<file path="src/rtl/a2d_pkg.sv">
// Shared types and helpers for the A2D round-robin scheduler.
package a2d_pkg;

    typedef enum logic [1:0] {IDLE, CMD, GAP, READ} state_t;

    localparam logic [1:0] LFT   = 2'd0;
    localparam logic [1:0] RGHT  = 2'd1;
    localparam logic [1:0] STEER = 2'd2;
    localparam logic [1:0] BATT  = 2'd3;

    // A2D command word: channel address in bits [13:11], everything else zero.
    function automatic logic [15:0] build_cmd(input logic [2:0] ch);
        return {2'b00, ch, 11'h000};
    endfunction

endpackage

</file>
<file path="src/rtl/a2d_rr_sched.sv">
// Round-robin scheduler for the shared SPI A2D: one two-transaction conversion per nxt.
// Optional A2D_LD_AVG_EN: 2-tap averaging on the two load-cell results.
module a2d_rr_sched
    import a2d_pkg::*;
#(
    parameter logic [2:0] CH_LFT   = 3'd0,
    parameter logic [2:0] CH_RGHT  = 3'd4,
    parameter logic [2:0] CH_STEER = 3'd5,
    parameter logic [2:0] CH_BATT  = 3'd6
) (
    input  logic        clk,
    input  logic        rst_n,
    input  logic        nxt,
    output logic        wrt,
    output logic [15:0] cmd,
    input  logic        done,
    input  logic [15:0] rd_data,
    output logic        busy,
    output logic        upd,
    output logic [1:0]  upd_ch,
    output logic [11:0] lft_ld,
    output logic [11:0] rght_ld,
    output logic [11:0] steer_pot,
    output logic [11:0] batt
);

    state_t      state_q;
    logic [1:0]  rr_idx_q, rr_idx_d;
    logic        wrt_q, busy_q, upd_q;
    logic [1:0]  upd_ch_q;
    logic [15:0] cmd_q;
    logic [11:0] lft_q, rght_q, steer_q, batt_q;
    logic [11:0] lft_d, rght_d;
    logic [2:0]  ch_addr;

    always_comb begin
        ch_addr = CH_LFT;
        case (rr_idx_q)
            LFT:   ch_addr = CH_LFT;
            RGHT:  ch_addr = CH_RGHT;
            STEER: ch_addr = CH_STEER;
            BATT:  ch_addr = CH_BATT;
            default: ch_addr = CH_LFT;
        endcase
    end

    assign rr_idx_d = rr_idx_q + 2'd1;

`ifdef A2D_LD_AVG_EN
    logic [12:0] lft_sum, rght_sum;
    logic        unused_sum_lsb;
    assign lft_sum  = {1'b0, lft_q}  + {1'b0, rd_data[11:0]};
    assign rght_sum = {1'b0, rght_q} + {1'b0, rd_data[11:0]};
    assign lft_d    = lft_sum[12:1];
    assign rght_d   = rght_sum[12:1];
    assign unused_sum_lsb = lft_sum[0] ^ rght_sum[0];
`else
    assign lft_d  = rd_data[11:0];
    assign rght_d = rd_data[11:0];
`endif

    // Only the 12-bit conversion result is meaningful in the receive word.
    logic unused_rd_hi;
    assign unused_rd_hi = ^rd_data[15:12];

    always_ff @(posedge clk or negedge rst_n) begin
        if (!rst_n) begin
            state_q  <= IDLE;
            rr_idx_q <= LFT;
            wrt_q    <= 1'b0;
            busy_q   <= 1'b0;
            upd_q    <= 1'b0;
            upd_ch_q <= 2'd0;
            cmd_q    <= 16'h0000;
            lft_q    <= 12'h000;
            rght_q   <= 12'h000;
            steer_q  <= 12'h000;
            batt_q   <= 12'h000;
        end else begin
            wrt_q <= 1'b0;
            upd_q <= 1'b0;
            case (state_q)
                IDLE: if (nxt) begin
                    wrt_q   <= 1'b1;
                    cmd_q   <= build_cmd(ch_addr);
                    busy_q  <= 1'b1;
                    state_q <= CMD;
                end
                // First transaction only selects the channel; its reply is stale.
                CMD: if (done) state_q <= GAP;
                GAP: begin
                    wrt_q   <= 1'b1;
                    state_q <= READ;
                end
                READ: if (done) begin
                    case (rr_idx_q)
                        LFT:   lft_q   <= lft_d;
                        RGHT:  rght_q  <= rght_d;
                        STEER: steer_q <= rd_data[11:0];
                        default: batt_q <= rd_data[11:0];
                    endcase
                    upd_q    <= 1'b1;
                    upd_ch_q <= rr_idx_q;
                    rr_idx_q <= rr_idx_d;
                    busy_q   <= 1'b0;
                    state_q  <= IDLE;
                end
                default: state_q <= IDLE;
            endcase
        end
    end

    assign wrt       = wrt_q;
    assign cmd       = cmd_q;
    assign busy      = busy_q;
    assign upd       = upd_q;
    assign upd_ch    = upd_ch_q;
    assign lft_ld    = lft_q;
    assign rght_ld   = rght_q;
    assign steer_pot = steer_q;
    assign batt      = batt_q;

endmodule

</file>
<file path="config.mk">
export PLATFORM = sky130hd
export DESIGN_NAME = a2d_rr_sched
export DESIGN_NICKNAME = d
export VERILOG_FILES = /design/src/rtl/a2d_pkg.sv /design/src/rtl/a2d_rr_sched.sv
export SDC_FILE = /design/constraint.sdc
export NUM_CORES = 1
export LEC_CHECK = 0
export BUFFER_PORTS_ARGS = -buffer_cell sky130_fd_sc_hd__buf_2
export CAP_MARGIN = 25
export CORE_ASPECT_RATIO = 1.2
export CORE_MARGIN = 2
export CORE_UTILIZATION = 50
export DETAILED_ROUTE_END_ITERATION = 6
export GPL_TIMING_DRIVEN = 0
export MAX_ROUTING_LAYER = met4
export PLACE_DENSITY = 0.83
export SKIP_CTS_REPAIR_TIMING = 1
export SYNTH_ARGS = -nofsm -noshare
export SYNTH_HDL_FRONTEND = slang
export SYNTH_SLANG_ARGS = --single-unit
</file>
<file path="constraint.sdc">
create_clock -name clk -period 4.6 [get_ports clk]
set_input_delay 0.46 -clock clk [delete_from_list [all_inputs] [get_ports clk]]
set_output_delay 0.46 -clock clk [all_outputs]
set_load 0.02 [all_outputs]
</file>
==> results by group <==
GRT
  – Vias in the first global route: ~1400
  – Largest net degree at the start of global routing: 34
  – Initial antenna violation count: 0
  – GRT Util Overall: approximately 18%
  – First-pass GRT wire length: 6.88 mm
  – GR Overflow Total: 0

Worst setup path
  – Setup crit end kind: flip-flop
  – CP Capture Point: lft_ld[2]
  – Critical-path maximum fanout: 10
  – Reg2Reg Setup Slack: just under 3 ns
  – Worst Setup SP: rr_idx_q[0]
  – Reg2Reg Capture Point: lft_ld[2]
  – Worst Setup Start Kind: flip-flop
  – Crit Path Class: reg -> reg
  – R2R depth: 5
  – Worst EP arrival: 1.91 ns
  – Data required, critical path: around 4.8 ns
  – Worst reg2reg startpoint: rr_idx_q[0]

Layout
  – Filler cells: 380
  – Multi-input gate area: 922 um2
  – Finished Cell Area: 0.00326 mm2
  – Final net count: 300
  – Sequential cell area: 0.00150 mm2
  – Diode count: 0
  – Share of cells above drive strength 1: roughly 57%
  – Layout area overhead: 28.7%

Place
  – # port buffers: 70
  – Pre-CTS setup slack: 2.92 ns
  – Placed Area: 0.00302 mm2
  – Hpwl dp: 3.36 mm
  – Routability cong.: 0.765

Drt
  – Starting DRT DRC Count: a little under 100
  – Wirelength per Cell: around 14 um
  – Final WL: 4.63 mm
  – Vias/cell: 4.75
  – Post-DRT Antenna Nets: 0
  – First-pass iteration count of the detailed router: 4
  – Via count: 1583
  – Post-route DRC: 0

Min path
  – Worst hold path type: in -> async

STA
  – Max Freq: 0.590 GHz
  – Crit path time final: 1.69 ns
  – Crit share post-route: between 30% and 40%
  – Final hold viol count: 0
  – Least-Margin Pin Slew: approximately 0.62 ns
  – Worst slew margin: a little under 60%
  – Worst setup slack after layout: around 2.9 ns
  – Hold WS: 0.149 ns
  – Layout Skew: 0.00589 ns
  – Setup Viol. Count Final: 0
  – Max-slew violation count: 0
  – Post-route setup TNS: 0 ns
  – Unrepaired setup endpoints after global routing: no

Clock network
  – Clock sink count: 60
  – CTS Root Cell: clkbuf_8
  – Worst-Skew Late Latency: 0.32 ns
  – CTS tree: yes
  – CTS clk-pin slew, worst paths: 0.06 ns
  – H-tree levels: 3
  – CTS Buf Count: 9
  – CTS Buffer Depth: 2

Yosys
  – Register area share after synthesis: roughly three fifths
  – Top post-synthesis cells by area: dfrtp_1 59%, mux2_2 23%, ha_1 5.9%, buf_4 5.3%, nand3_1 0.99%
  – Netlist cell types: 19
  – Syn Inst Count: 174
  – Mapped cell area: 0.00253 mm2
  – Synthesis-stage register bit count: 60
  – Post-synth top area cell: dfrtp_1
  – Area fraction of the dominant cell type after synthesis: between 50% and 60%
  – Ys Warns: 0
  – Synthesized area per cell: 14.6 um2

Floorplanning
  – Die area: about 0.0057 mm2
  – Initial Utilization: 51.6%
  – Chip height: between 80 and 90 um
  – Num rows: 28
  – Io pins: slightly below 90
  – Core box area: around 0.005 mm2
  – Chip Width: 69.0 um

Power and ir drop
  – Pwr dens: roughly 750 mW/mm2
  – Static Leak: 1.72 nW
  – VDD IR-drop max: 452 uV

Outcome
  – Run status: finished, final reports clean

Run
  – MaxCap Viol Count: 0
==> worst max-delay path, cell delays in order (launching register included) <==
cell	delay, ns
dfrtp_1	0.45
inv_1	0.13
ha_1	0.24
nand3_1	0.16
buf_4	0.24
mux2_2	0.36
==> power breakdown <==
part	total (mW)	switching [mW]	internal, mW	leakage [nW]
sequential	0.913	0.132	0.781	0.739
combinational	1.00	0.580	0.422	0.861
clock	0.538	0.190	0.347	0.122
==> layout make-up <==
type | count | area share, %
Sequential cell | 60 | 46.1
Multi-Input combinational cell | 103 | 28.3
Timing Repair Buffer | 71 | 11.4
Clock buffer | 12 | 5.07
Buffer | 18 | 4.15
Tap cell | 60 | 2.30
Clock inverter | 4 | 2.15
Inverter | 5 | 0.576
==> Yosys cell counts, drive strengths merged <==
cell     n
dfrtp   60
mux2    51
buf     18
ha      12
inv      5
nand2    5
nand3    5
o21ai    5
nor2     3
nand2b   2
a21o     1
a31oi    1
conb     1
mux2i    1
nand4    1
o211a    1
or2b     1
xnor2    1
==> state kept, by name, indices dropped and copies added (netlist names), 2 cells and up <==
| signal | flops |
|---|---|
| rght_ld | 12 |
| state_q | 2 |
| rr_idx_q | 2 |
| cmd | 3 |
| upd_ch | 2 |
| steer_pot | 12 |
| batt | 12 |
| lft_ld | 12 |
==> metal layers <==
metal	share of wire, %	up-vias	global-route usage (%)
li1	-	758	-
met1	43	760	20.8
met2	49	61	26.8
met3	7.4	4	7.12
met4	0.82	0	6.47
met5	0	-	-
==> worst min-delay path by stage <==
stage                    from     endpoint  depth (start not counted)
finish                  rst_n  rght_ld[10]                          1
global route            rst_n  rght_ld[10]                          1
CTS                     rst_n  rght_ld[10]                          1
detailed placement  upd_ch[0]    upd_ch[0]                          2
global placement    upd_ch[1]    upd_ch[1]                          2
floorplan               rst_n      batt[0]                          0
==> cell usage in the layout, fill, tap and decap left out, types with 2 or more instances in the layout <==
cell type	Yosys	final
conb_1	1	13
nand3_1	5	5
buf_4	18	18
dfrtp_1	60	60
clkinv_2	0	2
nor2_1	3	3
o21ai_0	4	4
bufinv_16	0	2
inv_1	5	5
nand2_1	5	5
buf_2	0	70
nand2b_1	2	2
ha_1	12	12
clkbuf_8	0	12
mux2_2	51	51
==> logic make-up after synthesis <==
group	count (synthesis)	synth area share, %
other	1	0.148
multiplexers	52	23.1
adder cells (fa/ha/maj)	12	5.93
buffers and inverters	23	6.08
XOR/XNOR	1	0.346
AND/OR/NAND/NOR	17	3.21
AO/OA/AOI/OAI	8	1.93
flip-flops	60	59.3
==> metrics by stage <==
stage                     util (%)  power (mW)  instances
after detailed placement      61.6        1.93        317
final                         66.4        2.45        333
after CTS                     66.4        2.48        333
after global routing          66.4        2.61        333
after floorplan                  -        1.59        186
after global placement        61.2        1.89        316
Note: power is estimated with default switching activity, not from simulation.
